### src/rtl/datamemory_arbiter.sv
// Round-robin arbiter and access sequencer that shares one single-port datamemory
// between the CPU load/store stage (requester 0) and an I/O or debug loader (requester 1).
//
// state  | meaning
// IDLE   | sample req0/req1, grant one requester and latch its access
// ACCESS | drive latched address/data; a write commits on this cycle's closing edge
// WAIT   | read in flight, counting down the memory read latency
// RESP   | one-cycle ack pulse to the owner
module datamemory_arbiter #(
  parameter int ADDR_W = 10,
  parameter int DATA_W = 32,
  parameter int RD_LAT = 1
) (
  input  logic              clock,
  input  logic              reset,
  input  logic              req0,
  input  logic              we0,
  input  logic [ADDR_W-1:0] addr0,
  input  logic [DATA_W-1:0] wdata0,
  output logic              ack0,
  output logic [DATA_W-1:0] rdata0,
  input  logic              req1,
  input  logic              we1,
  input  logic [ADDR_W-1:0] addr1,
  input  logic [DATA_W-1:0] wdata1,
  output logic              ack1,
  output logic [DATA_W-1:0] rdata1,
  output logic              busy,
  output logic [DATA_W-1:0] ramIn,
  output logic [ADDR_W-1:0] ramAdress,
  output logic              ramWP,
  input  logic [DATA_W-1:0] ramOut
);

  if (RD_LAT < 1 || RD_LAT > 4) begin : gBadRdLat
    $error("datamemory_arbiter: RD_LAT=%0d is outside the supported range 1..4", RD_LAT);
  end

  typedef enum logic [1:0] {IDLE, ACCESS, WAIT, RESP} stateT;

  stateT      state;
  logic       lastOwner;
  logic       owner;
  logic       latWe;
  logic       ramWpReg;
  logic       grant;
  logic [2:0] waitCnt;

  // A tie goes to whoever was not granted last; a lone request simply wins.
  assign grant = (req0 && req1) ? ~lastOwner : req1;

  always_ff @(posedge clock) begin
    if (!reset) begin
      state     <= IDLE;
      lastOwner <= 1'b1;
      owner     <= 1'b0;
      latWe     <= 1'b0;
      ramWpReg  <= 1'b1;
      waitCnt   <= 3'd0;
      ramAdress <= '0;
      ramIn     <= '0;
      ack0      <= 1'b0;
      ack1      <= 1'b0;
      rdata0    <= '0;
      rdata1    <= '0;
    end else begin
      ack0 <= 1'b0;
      ack1 <= 1'b0;
      case (state)
        IDLE: begin
          if (req0 || req1) begin
            owner     <= grant;
            lastOwner <= grant;
            latWe     <= grant ? we1 : we0;
            ramAdress <= grant ? addr1 : addr0;
            ramIn     <= grant ? wdata1 : wdata0;
            ramWpReg  <= grant ? ~we1 : ~we0;
            state     <= ACCESS;
          end
        end
        ACCESS: begin
          ramWpReg <= 1'b1;
          if (latWe) begin
            ack0  <= ~owner;
            ack1  <= owner;
            state <= RESP;
          end else begin
            waitCnt <= 3'(RD_LAT);
            state   <= WAIT;
          end
        end
        WAIT: begin
          if (waitCnt == 3'd1) begin
            if (owner) rdata1 <= ramOut;
            else       rdata0 <= ramOut;
            ack0  <= ~owner;
            ack1  <= owner;
            state <= RESP;
          end else begin
            waitCnt <= waitCnt - 3'd1;
          end
        end
        RESP: begin
          ramAdress <= '0;
          ramIn     <= '0;
          state     <= IDLE;
        end
        default: state <= IDLE;
      endcase
    end
  end

  assign busy = (state != IDLE);

  // Reset must block a write even mid-ACCESS, so it bypasses the register.
  assign ramWP = ramWpReg | ~reset;

endmodule

### config.mk
export PLATFORM = sky130hd
export DESIGN_NAME = datamemory_arbiter
export DESIGN_NICKNAME = d
export VERILOG_FILES = /design/src/rtl/datamemory_arbiter.sv
export SDC_FILE = /design/constraint.sdc
export NUM_CORES = 1
export LEC_CHECK = 0
export BUFFER_PORTS_ARGS = -buffer_cell sky130_fd_sc_hd__buf_2
export CAP_MARGIN = 20
export CORE_MARGIN = 1
export CORE_UTILIZATION = 40
export DETAILED_ROUTE_END_ITERATION = 10
export PLACE_DENSITY = 0.73
export SKIP_CTS_REPAIR_TIMING = 1
export SLEW_MARGIN = 25
export SYNTH_ARGS = -nofsm -noshare
export SYNTH_HDL_FRONTEND = slang
export SYNTH_SLANG_ARGS = --single-unit
### constraint.sdc
create_clock -name clock -period 1.5 [get_ports clock]
set_input_delay 0.075 -clock clock [delete_from_list [all_inputs] [get_ports clock]]
set_output_delay 0.075 -clock clock [all_outputs]
set_load 0.05 [all_outputs]
After elaboration in Yosys (flattened, before gate mapping)
Cells that the tools add are included.
{ "totals": {"ff_bits": 117, "input_bits": 122, "output_inout_bits": 110, "wordCells": 65} }
{ "op_classes": {"addsub": 1, "eq_ne": 8, "n_mux": 24, "bitwise": 6, "reduce_logical": 14} }
{ "op_table": {"columns": ["operator", "n"], "rows": [
  ["$mux 32", 2],
  ["$pmux 32 s2", 1],
  ["$mux 10", 2],
  ["$pmux 10 s2", 1],
  ["$mux 1", 9],
  ["$reduce_and 3->1", 3],
  ["$ne 2x2->1 const B", 4],
  ["$pmux 2 s4", 1],
  ["$reduce_and 2->1", 4],
  ["$reduce_bool 2->1", 4],
  ["$mux 3", 2],
  ["$pmux 1 s2", 3],
  ["$pmux 3 s2", 1],
  ["$not 1->1", 5],
  ["$eq 2x2->1 const B", 2],
  ["$mux 2", 2],
  ["$eq 3x1->1 const B", 1],
  ["$sub 3x1->3 const B", 1],
  ["$eq 2x1->1 const B", 1],
  ["$logic_not 2->1", 1],
  ["$logic_and 1x1->1", 1],
  ["$logic_or 1x1->1", 1],
  ["$or 1x1->1", 1]
]} }

Longest topological paths before layout
{ "logic_depth": {"depth_word": 5, "depth_mapped": 8, "ltp_nobuf": 6} }

Least setup slack after synthesis
Ideal clock, no wire load.
{ "synth_path": {"path_type": "register to register", "start": "reg state[0]", "end": "reg ramAdress[0]", "setup_time_ns": 0.128, "t_arrival_ns": 1.544, "required_time_ns": 1.372, "setup_slack_ns": -0.172, "path_stages_with_launch": 8, "n_path_buf": 1, "synth_period_minus_slack_ns": 1.672, "cell_sequence": "dfxtp_1 -> inv_1 -> ha_1 -> inv_2 -> nor2_2 -> nand3b_2 -> clkbuf_1 -> o21ai_1"} }
{ "synth_between": {"elab_chain_len": 3} }
{ "synth_lines": {"columns": ["item", "line", "source"], "rows": [
  ["start: declaration", "41", "stateT state;"],
  ["start signal: assignment", "54", "state <= IDLE;"],
  ["start signal: assignment", "78", "state <= ACCESS;"],
  ["start signal: assignment", "86", "state <= RESP;"],
  ["$eq 2x2->1 or $logic_not 2->1 (tied branches)", "69", "case (state)"],
  ["$reduce_bool 2->1 (no source line) or $ne 2x2->1 (tied branches)", null, null],
  ["$reduce_and 2->1 (no source line)", null, null],
  ["end signal: assignment", "75", "ramAdress <= grant ? addr1 : addr0;"],
  ["end: declaration", "30", "output logic [ADDR_W-1:0] ramAdress,"]
]} }
Parallel ways exist; a longest one is shown, timed or not.
A chain may end at the register's enable or synchronous reset.

Final worst setup path
{ "layout_path": {"start": "reg state[0]", "end": "reg ramIn[5]"} }
{ "layout_between": {"elab_chain_len": 3} }
{ "layout_lines": {"columns": ["item", "line", "source"], "rows": [
  ["$eq 2x2->1 or $logic_not 2->1 (tied branches)", "69", null],
  ["$reduce_bool 2->1 (no source line) or $ne 2x2->1 (tied branches)", null, null],
  ["$reduce_and 2->1 (no source line)", null, null],
  ["end signal: assignment", "76", "ramIn <= grant ? wdata1 : wdata0;"],
  ["end: declaration", "29", "output logic [DATA_W-1:0] ramIn,"]
]} }
Parallel ways exist; a longest one is shown, timed or not.

==> flow_summary.toml <==
[global_routing]
track_usage_pct = 21.6
grt_max_degree = 55
grt_pass1_vias = 4494
grt.overflow.total = 0
grt_pass1_wl_microns = 21400
antenna_found_initial = 1

[floorplanning]
die-height_microns = 112
core_sq_um = 11600
io-pin-count = 232
placementRows = 39
initial_core_util_pct = 41.8
dieArea_sq_um = 12600
die_width_microns = 112

[critical_path]
crit_type = "reg2reg"
crit_chain = "inv_4 > ha_4 > nor3b_4 > o21a_4 > buf_6 > nand2_2 > o21ai_1"
critPathCapture = "ramIn[5]"
arrival_ns = 1.95
slowest_delay_ns = 0.36
worst-r2r-cell-count = 7
cp.required_ns = 1.82
r2r_slack_ns = -0.13
rr_startpoint = "state[0]"
cp-end-kind = "register"
r2r-end = "ramIn[5]"
startpoint_type = "register"
path_buf_inv = 2
crit_path_start = "state[0]"
crit_family = "compound AO/OA/AOI/OAI gates"
cp_max_fo = 7
critPathSlowestCell = "dfxtp_4"
cp.depth = 7

[detailed_routing]
postRouteAntennaNets = 0
wire_per_inst_microns = 18.0
dr_total_vias = 5431
wl_microns = 19100
drcViolationCount = 20
first_pass_iters = 8
avgViaCountPerCell = 5.12
drt_iter0_drc = 377

[sta]
worst_slew_pin_slew_ns = 0.437
hold_violations = 1
slew_viol_final = 0
fin_hold_ws_ns = -0.00400
fin_crit_ns = 1.63
setup_viol = 45
fin_crit_sh_pct = 109
fmaxAchievable_ghz = 0.614
rsz0062_at_grt = "yes"
slew_headroom_pct = 70.9
setup_tns_ns = -2.57
finalWorstSetupSlack_ns = -0.130
finalClockSkew_ns = 0.00397

[logic_synthesis]
yosys_warnings = 0
dominantRegCellSynth = "dfxtp_1"
synth.avg_cell_area_sq_um = 9.07
synth.net_count = 666
ys_seq_area_share_pct = 48.3
syn_inst = 535
synthesis.area_sq_um = 4850
synth_edf_count = 0
ys_types = 39
async_flop_share_pct = 0
yosys_register_bits = 117

[power]
power.share.switching_pct = 38.2
p_int_uw = 8220
power.leakage_uw = 0.00392
ir_worst_vdd_uv = 1050
p_clk_share_pct = 31.3
finalPower_uw = 13300
p_sw_uw = 5080
comb_power_share_pct = 38.5
seq_power_share_pct = 30.2
power_density_nw_per_um2 = 1550

[status]
violations = "DRC, hold timing, setup timing"
status = "complete, but fails checks"

[min_path]
hold_path_class = "in2reg"

[final_layout]
seq_area_sq_um = 2350
drive_above_1_share_pct = 41.8
multiInputGateArea_sq_um = 2510
syn2layout_area_growth_pct = 76.7
final_nets = 1034
fill_cells = 772
final_cell_mix = "buf_2, nand2_1, dlygate4sd3_1, dfxtp_1, a21boi_1"
mostFrequentLayoutCell = "buf_2"
fin_area_sq_um = 8570

[clock_network]
worstSkewPairLatency_ns = 0.41
root_buffer = "clkbuf_16"
cts_tree = "built"
cts_buffers = 17
h-tree-depth = 4
clk_path_buf_depth = 2
clk_pin_slew_ns = 0.05
cts_sinks = 117

[place]
place_area_sq_um = 6200
dp_hpwl_microns = 9590
port_buffers = 231
gp_congestion = 0.787

[job]
cap_violations = 0
layer usage:
layer  track usage (%)  vias to the layer above  wire, microns
met4              10.3                        0            717
met2              36.8                      289           9630
met1              24.0                     2547           7270
li1                  -                     2538              -
met5                 0                        -              0
met3              8.05                       57           1450
sequential cells by signal, summed over array words and instances (netlist names):
register / flops
state: 2
rdata0: 32
lastOwner: 1
latWe: 1
waitCnt: 3
ack1: 1
owner: 1
ramIn: 32
ramAdress: 10
ack0: 1
rdata1: 32
ramWpReg: 1
Yosys cell counts (all sizes together) (5+ instances only):
library cell	number	share of area [%]
nand2	171	13
dfxtp	117	48
a21boi	64	10
o21ai	47	5.9
mux2i	44	9.1
buf	21	3.8
clkbuf	15	1.2
ha	9	2.3
nor2	8	0.67
inv	7	0.54
a21oi	5	0.52
cell families (layout without fill, tap and decap cells):
| family | after synthesis | after routing | share of synthesized area [%] |
|---|---|---|---|
| multiplexers | 45 | 45 | 9.31 |
| flip-flops | 117 | 117 | 48.3 |
| AND/OR/NAND/NOR | 198 | 198 | 16.9 |
| buffers and inverters | 43 | 424 | 5.49 |
| other | 0 | 1 | 0 |
| adder cells (fa/ha/maj) | 9 | 9 | 2.32 |
| AO/OA/AOI/OAI | 123 | 123 | 17.7 |
cell type report:
cell class / count / share of cell area [%]
Clock buffer: 20 / 5.33
Antenna cell: 1 / 0.0292
Multi-Input combinational cell: 375 / 29.3
Timing Repair Buffer: 385 / 33.7
Tap cell: 143 / 2.09
Clock inverter: 12 / 1.80
Sequential cell: 117 / 27.4
Inverter: 7 / 0.394
power groups by stage:
stage / registers [uW] / clock network (uW) / logic (uW)
4_1_cts: 3890 / 4210 / 3950
2_1_floorplan: 5390 / 0 / 1500
3_5_place_dp: 3950 / 0 / 3950
3_3_place_gp: 3920 / 0 / 3870
6_report: 4010 / 4160 / 5120
5_1_grt: 4050 / 4360 / 5350
worst reg2reg max path: cells and delay by family (launching register included):
kind	cells	cell delay, ns
compound gates	2	0.40
fa+ha+maj	1	0.17
buf+inv	2	0.26
flops	1	0.36
simple gates	2	0.34
per-stage QoR:
| stage | instances | util (%) | worst slack (ns) | hold WS, ns |
|---|---|---|---|---|
| 2_1_floorplan | 535 | - | 0.0245 | 0.209 |
| 3_3_place_gp | 891 | 53.4 | -0.0507 | 0.325 |
| 3_5_place_dp | 891 | 53.4 | -0.127 | 0.333 |
| 4_1_cts | 923 | 58.7 | -0.165 | -0.113 |
| 5_1_grt | 1060 | 73.8 | -0.191 | 0.00699 |
| 6_report | 1060 | 73.8 | -0.130 | -0.00400 |
worst min path at each step:
stage	cells after the start	from	end	slack [ns]
after floorplan	2	ramOut[25]	rdata0[25]	0.21
after global placement	3	ramOut[7]	rdata1[7]	0.33
after detailed placement	3	ramOut[4]	rdata0[4]	0.33
after CTS	3	ramOut[7]	rdata0[7]	-0.11
after global routing	3	addr1[1]	ramAdress[1]	0.007
final	3	addr1[1]	ramAdress[1]	-0.004
Note: power is estimated with default switching activity, not from simulation.
